[config.mk]
export PLATFORM = sky130hd
export DESIGN_NAME = if_id_stage
export DESIGN_NICKNAME = d
export VERILOG_FILES = /design/src/rtl/if_id_stage.sv
export SDC_FILE = /design/constraint.sdc
export NUM_CORES = 1
export LEC_CHECK = 0
export ABC_CLOCK_PERIOD_IN_PS = 5830
export BUFFER_PORTS_ARGS = -buffer_cell sky130_fd_sc_hd__buf_2
export CAP_MARGIN = 0
export CORE_MARGIN = 2
export CORE_UTILIZATION = 54
export DETAILED_ROUTE_END_ITERATION = 8
export GPL_TIMING_DRIVEN = 0
export PLACE_DENSITY = 0.86
export REMOVE_ABC_BUFFERS = 1
export SLEW_MARGIN = 20
export SYNTH_ARGS = -nofsm -noshare
export SYNTH_HDL_FRONTEND = slang
export SYNTH_SLANG_ARGS = --single-unit
export TNS_END_PERCENT = 1
[constraint.sdc]
create_clock -name clk -period 5.83 [get_ports clk]
set_input_delay 0.2915 -clock clk [delete_from_list [all_inputs] [get_ports clk]]
set_output_delay 0.2915 -clock clk [all_outputs]
set_load 0.05 [all_outputs]
[src/rtl/if_id_stage.sv]
// ---------------------------------------------------------------------------
// if_id_stage
//
// Instruction fetch stage plus the IF/ID pipeline register of a 5-stage
// RV32 pipeline. Holds the program counter, presents it to instruction
// memory, and captures the returned word together with its PC into IF/ID
// so decode sees it one cycle after it was fetched.
//
// Parameters
//    RESET_PC       word-aligned fetch address loaded on reset
//
// Ports
//    clk            single clock, all state updates on its rising edge
//    rst_n          synchronous active-low reset
//    stall          hold PC and IF/ID unchanged (hazard hold)
//    flush          squash the instruction entering IF/ID (insert bubble)
//    branch_taken   redirect fetch to branch_target and squash IF/ID
//    branch_target  redirect address (low two bits ignored)
//    imem_addr      fetch address to instruction memory (= PC)
//    imem_rdata     instruction word for imem_addr, same cycle
//    pc_out         PC of the instruction held in IF/ID
//    inst_code_out  instruction held in IF/ID
//    valid_out      1 = IF/ID holds a real instruction, 0 = bubble
//    fetch_count    instructions accepted into IF/ID since reset
// ---------------------------------------------------------------------------
module if_id_stage #(
   parameter logic [31:0] RESET_PC = 32'h0000_0000
) (
   input  logic        clk,
   input  logic        rst_n,
   input  logic        stall,
   input  logic        flush,
   input  logic        branch_taken,
   input  logic [31:0] branch_target,
   output logic [31:0] imem_addr,
   input  logic [31:0] imem_rdata,
   output logic [31:0] pc_out,
   output logic [31:0] inst_code_out,
   output logic        valid_out,
   output logic [31:0] fetch_count
);

   // addi x0,x0,0 -- the canonical RISC-V nop used to fill a bubble
   localparam logic [31:0] NOP_INST = 32'h0000_0013;

   logic [31:0] pc;
   logic [31:0] pc_plus4;

   // The sequential next-PC adder wraps naturally modulo 2^32, so the
   // top-of-memory fetch rolls over to address zero.
   always_comb begin
      pc_plus4  = pc + 32'd4;
      imem_addr = pc;
   end

   // PC and IF/ID register update. Priority is reset, then redirect, then
   // flush, then stall, then a normal advance. A redirect overrides stall
   // and flush because the fetched word belongs to the wrong path anyway.
   // A flush still lets the PC move on unless decode is also stalling, in
   // which case the current fetch address must be retried.
   always_ff @(posedge clk) begin
      if (!rst_n) begin
         pc            <= RESET_PC;
         pc_out        <= 32'h0;
         inst_code_out <= NOP_INST;
         valid_out     <= 1'b0;
         fetch_count   <= 32'h0;
      end else if (branch_taken) begin
         pc            <= {branch_target[31:2], 2'b00};
         pc_out        <= 32'h0;
         inst_code_out <= NOP_INST;
         valid_out     <= 1'b0;
      end else if (flush) begin
         if (!stall) begin
            pc <= pc_plus4;
         end
         pc_out        <= 32'h0;
         inst_code_out <= NOP_INST;
         valid_out     <= 1'b0;
      end else if (!stall) begin
         pc            <= pc_plus4;
         pc_out        <= pc;
         inst_code_out <= imem_rdata;
         valid_out     <= 1'b1;
         fetch_count   <= fetch_count + 32'd1;
      end
   end

endmodule

[Yosys cells after proc, flatten, opt, wreduce, memory -nomap -nowiden]
Index checks and enable logic that the tools add are counted.
Word-level totals
  bits in registers: 129
  bits of input ports: 69
Cells by class
  reductions and logical operators: 3
  bitwise gates (word level): 4
  mux-type cells: 2
  equality and inequality tests: 1
  $add $sub $neg: 2
Operators by type and width (count)
  two-way mux 32 bit: 2
  adder 32 x 1 -> 32 bit (second input constant): 1
  adder 32 x 3 -> 32 bit (second input constant): 1
  inverter 1 bit: 4
  AND reduction 3 bit: 1
  OR reduction 3 bit: 1
  != test 2 x 1 -> 1 bit (second input constant): 1
  OR reduction 2 bit: 1

[Logic depth before layout (Yosys ltp)]
Gate-level depths: netlist of the first run.
  depth after elaboration: 3
  gate-level depth with buffers: 6
  depth with buffers taken out: 5

[Least setup slack after synthesis of the first run]
Ideal clock, no wire load.
  path type: register -> register
  from: reg pc[2] (netlist: imem_addr[2])
  to: reg pc[28] (netlist: imem_addr[28])
  data required time: 5.703 ns
  path buffers: 0
  stages on the path, launching flop included: 6
  setup slack: 3.471 ns
  clock period less this slack: 2.359 ns
  arrival: 2.232 ns
  cell sequence: dfxtp_1 -> ha_1 -> nand4_1 -> or4_1 -> o2111ai_1 -> or3b_1
On the way
  cells in the longest elaborated chain, start to end: 3
Ends and longest elaborated chain
  start: declaration: RTL line 46  | logic [31:0] pc;
  start signal: assignment: RTL line 69  | pc <= {branch_target[31:2], 2'b00};
  start signal: assignment: RTL line 75  | pc <= pc_plus4;
  start signal: assignment: RTL line 81  | pc <= pc_plus4;
  adder 32 x 3 -> 32 bit: RTL line 52  | pc_plus4 = pc + 32'd4;
  two-way mux 32 bit: RTL line 74, 80
  two-way mux 32 bit: RTL line 68  | end else if (branch_taken) begin
Every way passes these cells. The select of a mux whose other input is x is not followed.
A chain may end at the register's enable or synchronous reset.

==> results of run 1 <==
## cell usage after synthesis, types with 4 or more instances
cell,n
nand2b_1,11
mux2i_1,72
or4_1,15
buf_1,5
a211oi_1,7
xor2_1,7
xnor2_1,14
nand4_1,18
nor4_1,13
nor3_1,14
nand3_1,30
clkbuf_1,26
nand2_1,29
and3_1,7
or3_1,9
a21oi_1,23
o21ai_0,25
buf_2,7
dfxtp_1,125
and4_1,12
nor2_1,82
buf_4,4
a31oi_1,5
inv_1,9
a311oi_1,5
o31ai_1,13
## through the flow
stage / worst slack [ps] / std cells / cell area (sq um)
floorplan: 3410 / 575 / 5370
global placement: 2510 / 902 / 6500
detailed placement: 2540 / 905 / 6560
CTS: 3090 / 952 / 7300
global route: 2850 / 953 / 7310
finish: 3070 / 953 / 7310
## sequential cells by signal, summed over array words and instances (netlist names)
signal and count:
inst_code_out 32, imem_addr 30, valid_out 1, fetch_count 32, pc_out 30
## layout make-up
class	count	area, sq um
inverter	10	37.5
timing repair buffer	210	1170
clock inverter	12	136
multi-input combinational	440	2840
sequential	125	2500
tap	136	170
clock buffer	20	455
fill	770	2880
## cell families after synthesis
family          share of synthesized area [%]
compound gates                           9.20
xor+xnor                                 3.30
fa+ha+maj                               0.450
buf+inv                                  4.34
flops                                    45.0
mux                                      12.9
other cells                            0.0674
simple gates                             24.7
## how the worst max path moves through the flow
stage	from	slack, ps	depth (start not counted)	end
after CTS	rst_n	3090	5	imem_addr[30]
after global placement	stall	2510	5	imem_addr[21]
after floorplan	imem_addr[14]	3410	4	imem_addr[25]
after detailed placement	rst_n	2540	5	imem_addr[30]
final	rst_n	3070	5	imem_addr[30]
after global routing	rst_n	2850	5	imem_addr[30]
## metal layers
metal,up-vias,global-route usage [%],routed length (um)
met5,-,0,0
met1,2702,34.3,6310
met3,50,9.09,1390
met2,267,50.2,8300
met4,0,11.7,489
li1,2600,-,-
## tightest hold or removal path, cell delays in order
cell	delay [ps]
buf_2	80
mux2i_1	50
nor2_1	80
## power by group
part           switching (mW)  total [mW]  internal, mW
clock                   0.393        1.04         0.644
sequential             0.0322       0.909         0.876
combinational           0.163       0.240        0.0773
total                   0.588        2.19          1.60
## repair_timing
action                    in CTS  in global routing
hold buffers                  15                  1
setup buffers                  0                  0
hold endpoints to repair      15                  1
resized for setup              0                  0
==> flow_metrics.py, run 1 <==
metrics = {
    "final_layout": {
        "drive_gt1_share_pct": 29.0,
        "final_util_pct": 71.8,
        "final_cell_mix": "buf_2 (190), dfxtp_1 (125), nor2_1 (82)",
        "nNetsFinal": 875,
        "diodes": 0,
        "area_delta_synth_final_pct": 31.3,
        "layout_commonest_cell": "buf_2",
    },
    "sta": {
        "slew_headroom_pct": 28.8,
        "hold_viol": 0,
        "finalSetupViolCount": 0,
        "post-route-period-util_pct": 47.3,
        "post-route-min-period_ps": 2760,
        "rsz0062_at_grt": "no",
        "max_freq_ghz": 0.363,
        "hold_ws_ps": 23.1,
        "fin_skew_ps": 7.83,
        "finalMaxSlewViolations": 0,
        "finalSetupTns_ps": 0,
        "tightest_slew_ps": 1060,
    },
    "setup_path": {
        "slowest_delay_ps": 1100,
        "crit_buf_inv": 2,
        "worstSetupEndpointType": "register",
        "crit_type": "input port to register",
        "cp.required_ps": 6290,
        "r2r_setup_slack_ps": 3630,
        "path_cells": "buf_2, clkinv_1, or3_1, or4_1, nand3_1",
        "r2r-end": "imem_addr[30]",
        "cp_top_family": "buffers and inverters",
        "startpoint_type": "input port",
        "critical-path-slowest-cell": "clkinv_1",
        "rr_worst_depth": 5,
        "cp_data_arrival_time_ps": 3220,
        "cp_max_fo": 48,
        "worstReg2RegStart": "imem_addr[2]",
    },
    "synth": {
        "ys.flop_type": "dfxtp_1",
        "synthCells": 616,
        "post-synth-top-area-cell": "dfxtp_1",
        "seq_area_frac_synth_pct": 45.0,
        "synth_top_area_share_pct": 45.0,
        "syn_area_sq_um": 5570,
        "yosys_warnings": 0,
        "synthDistinctLibCells": 48,
        "synthTopCellsByArea": "dfxtp_1 (45%), mux2i_1 (13%), nor2_1 (5.5%)",
        "ys_ff_latch": 125,
        "async_flop_share_pct": 0,
        "synth_edf_count": 0,
        "synth_area_per_cell_sq_um": 9.03,
    },
    "power": {
        "p_total_mw": 2.19,
        "power.density_nw_per_um2": 299,
        "p_leak_nw": 3.19,
        "irDropWorstVdd_v": 0.000230,
    },
    "detailed_routing": {
        "drc": 0,
        "routedWlPerCell_um": 17.3,
        "route.final.wire_length_um": 16500,
        "drt_iter0_drc": 408,
        "firstDrtPassIters": 5,
        "via_count": 5619,
        "vias_per_cell": 5.90,
        "ant_nets": 0,
    },
    "die": {
        "die_w_um": 106,
        "initial_core_util_pct": 54.6,
        "core_area_sq_um": 10200,
        "die-area_sq_um": 11100,
        "rows": 37,
        "io_pins": 198,
        "die_h_um": 106,
    },
    "min_path": {
        "min_from": "imem_rdata[18]",
        "whs_path_depth": 3,
        "holdPathEnd": "inst_code_out[18]",
        "holdCritPathClass": "input port to register",
    },
    "place": {
        "dp_hpwl_um": 10600,
        "io_buffers": 191,
        "routabilityCongestion": 0.855,
    },
    "status": {
        "status": "completed",
    },
    "global_route": {
        "grt_use_total_pct": 29.4,
        "antenna_found_initial": 0,
        "first_global_vias": 5311,
        "grt_max_degree": 49,
        "grt_pass1_wl_um": 26100,
        "grt-ovfl-total": 0,
    },
    "clocking": {
        "insertion_delay_ps": 520,
        "cts_buffer_depth": 2,
        "numCtsBuffers": 17,
        "clk_transition_reported_paths_ps": 60,
        "h-tree-depth": 4,
        "cts_tree": "built",
        "root_buffer": "clkbuf_8",
        "cts_sinks": 125,
    },
    "run": {
        "drv_cap": 0,
    },
}
Note: power is estimated with default switching activity, not from simulation.
==> inputs of run 2 (changes only) <==
ABC_CLOCK_PERIOD_IN_PS = 2250   (was 5830)
CORE_UTILIZATION = 45   (was 54)
PLACE_DENSITY = 0.76   (was 0.86)
clock period = 2.25 ns   (was 5.83 ns; I/O delays follow)
==> run 2 against run 1 <==
Compared with the run above: combinational power rose to 2.8 times the previous value; utilization is 6.6 points lower; register-to-register slack lost 3500 ps; flip-flop and latch count did not move; first-iteration DRC count increased by 15%; sequential power increased to 2.6 times the previous value; via count increased by 0.16%; design area rose by 7.5%; clock-buffer cell count increased by 1; sequential share of layout area down 2.4 points; routed wire length decreased by 1.3%; largest cell class unchanged; largest power group unchanged.
==> flow_metrics.py, run 2 (synthesized netlist as in run 1, its figures left out) <==
metrics = {
    "detailed_routing": {
        "via_count": 5628,
        "drc": 0,
        "routedWlPerCell_um": 15.8,
        "vias_per_cell": 5.47,
        "ant_nets": 0,
        "firstDrtPassIters": 5,
        "drt_iter0_drc": 468,
        "route.final.wire_length_um": 16300,
    },
    "setup_path": {
        "r2r-end": "imem_addr[28]",
        "cp.required_ps": 2550,
        "crit_type": "register to register",
        "critPathLaunch": "imem_addr[2]",
        "worstReg2RegStart": "imem_addr[2]",
        "cp_max_fo": 7,
        "worstSetupEndpointType": "register",
        "r2r_setup_slack_ps": 90,
        "rr_worst_depth": 5,
        "endpoint": "imem_addr[28]",
        "cp_data_arrival_time_ps": 2460,
        "startpoint_type": "register",
    },
    "sta": {
        "finalSetupTns_ps": 0,
        "setup_slack_ps": 89.1,
        "hold_viol": 0,
        "post-route-min-period_ps": 2160,
        "slew_headroom_pct": 39.0,
        "fin_skew_ps": 9.03,
        "max_freq_ghz": 0.463,
        "finalMaxSlewViolations": 0,
        "finalSetupViolCount": 0,
        "tightest_slew_ps": 916,
        "post-route-period-util_pct": 96.0,
    },
    "global_route": {
        "antenna_found_initial": 0,
        "grt_pass1_wl_um": 25700,
        "grt-ovfl-total": 0,
        "first_global_vias": 5226,
        "grt_max_degree": 61,
        "grt_use_total_pct": 24.5,
    },
    "clocking": {
        "root_buffer": "clkbuf_16",
        "h-tree-depth": 4,
        "cts_sinks": 125,
        "cts_tree": "built",
        "insertion_delay_ps": 420,
        "numCtsBuffers": 17,
        "cts_buffer_depth": 2,
        "post_cts_buffers": 0,
        "clk_transition_reported_paths_ps": 60,
    },
    "power": {
        "irDropWorstVdd_v": 0.000592,
        "p_total_mw": 6.04,
        "p_leak_nw": 3.43,
        "power.density_nw_per_um2": 769,
    },
    "final_layout": {
        "final_cell_mix": "buf_2 (190), dfxtp_1 (123), nor2_1 (82)",
        "drive_gt1_share_pct": 27.6,
        "final_util_pct": 65.1,
        "nNetsFinal": 918,
        "area_delta_synth_final_pct": 41.2,
        "layout.cells.non_filler": 1029,
        "reg_top3": "fetch_count x32, inst_code_out x32",
        "layout_commonest_cell": "buf_2",
    },
    "die": {
        "rows": 40,
        "die_w_um": 115,
        "io_pins": 198,
        "initial_core_util_pct": 46.1,
        "die_h_um": 115,
        "core_area_sq_um": 12100,
        "die-area_sq_um": 13300,
    },
    "place": {
        "dp_slack_ps": -924,
        "routabilityCongestion": 0.846,
        "io_buffers": 191,
        "dp_hpwl_um": 9780,
        "place_inst": 936,
    },
    "min_path": {
        "holdCritPathClass": "input port to register",
    },
    "run": {
        "drv_cap": 0,
    },
    "status": {
        "status": "completed",
    },
}
[run 2: final cells by class]
cell class,count,area (sq um)
Clock inverter,11,189
Tap cell,168,210
Timing Repair Buffer,253,1590
Clock buffer,21,460
Multi-Input combinational cell,440,2860
Antenna cell,1,2.50
Sequential cell,125,2500
Inverter,10,40.0
Fill cell,966,4210
[run 2: per-layer routing]
metal  wire length (um)  part of all wire, %  vias up  track usage (%)
met5                  0                    0        -                0
met4                510                  3.1        0             11.1
met3               1220                  7.5       39             8.75
met2               7980                   49      249             40.5
met1               6570                   40     2646             28.4
li1                   -                    -     2694                -
[run 2: worst min path at each step]
stage                                 start                 to  slack (ps)  depth (start not counted)
after floorplan                       rst_n   inst_code_out[0]         180                          1
after CTS                 branch_target[16]      imem_addr[16]           2                          3
after global routing      branch_target[17]      imem_addr[17]          20                          4
after detailed placement      imem_rdata[0]   inst_code_out[0]         350                          3
after global placement       imem_rdata[25]  inst_code_out[25]         340                          3
final                     branch_target[17]      imem_addr[17]          20                          4
[run 2: report_power, final]
part | leakage [nW] | switching (mW) | internal (mW) | total [mW]
Combinational | 2.10 | 0.431 | 0.248 | 0.679
Clock | 0.313 | 0.992 | 2.02 | 3.01
Sequential | 1.02 | 0.0804 | 2.27 | 2.35
Total | 3.43 | 1.50 | 4.54 | 6.04
[run 2: what timing repair did]
item	4_1_cts	5_1_grt
endpoints found under the hold margin	58	0
cloned	0	0
hold buffers	60	0
pin swaps	0	0
resized for setup	1	4
setup endpoints to repair	4	4
[run 2: worst max-delay path, stage by stage (launching register included)]
cell and delay [ps]:
dfxtp_2 400, ha_1 250, nand4_1 170, or4_1 640, o2111ai_1 220, or3b_1 350
[run 2: stage by stage]
step | hold WS [ps] | area, sq um
floorplan | 184 | 5370
global placement | 340 | 6540
detailed placement | 349 | 6590
CTS | 2.18 | 7840
global route | 17.2 | 7850
finish | 23.6 | 7860
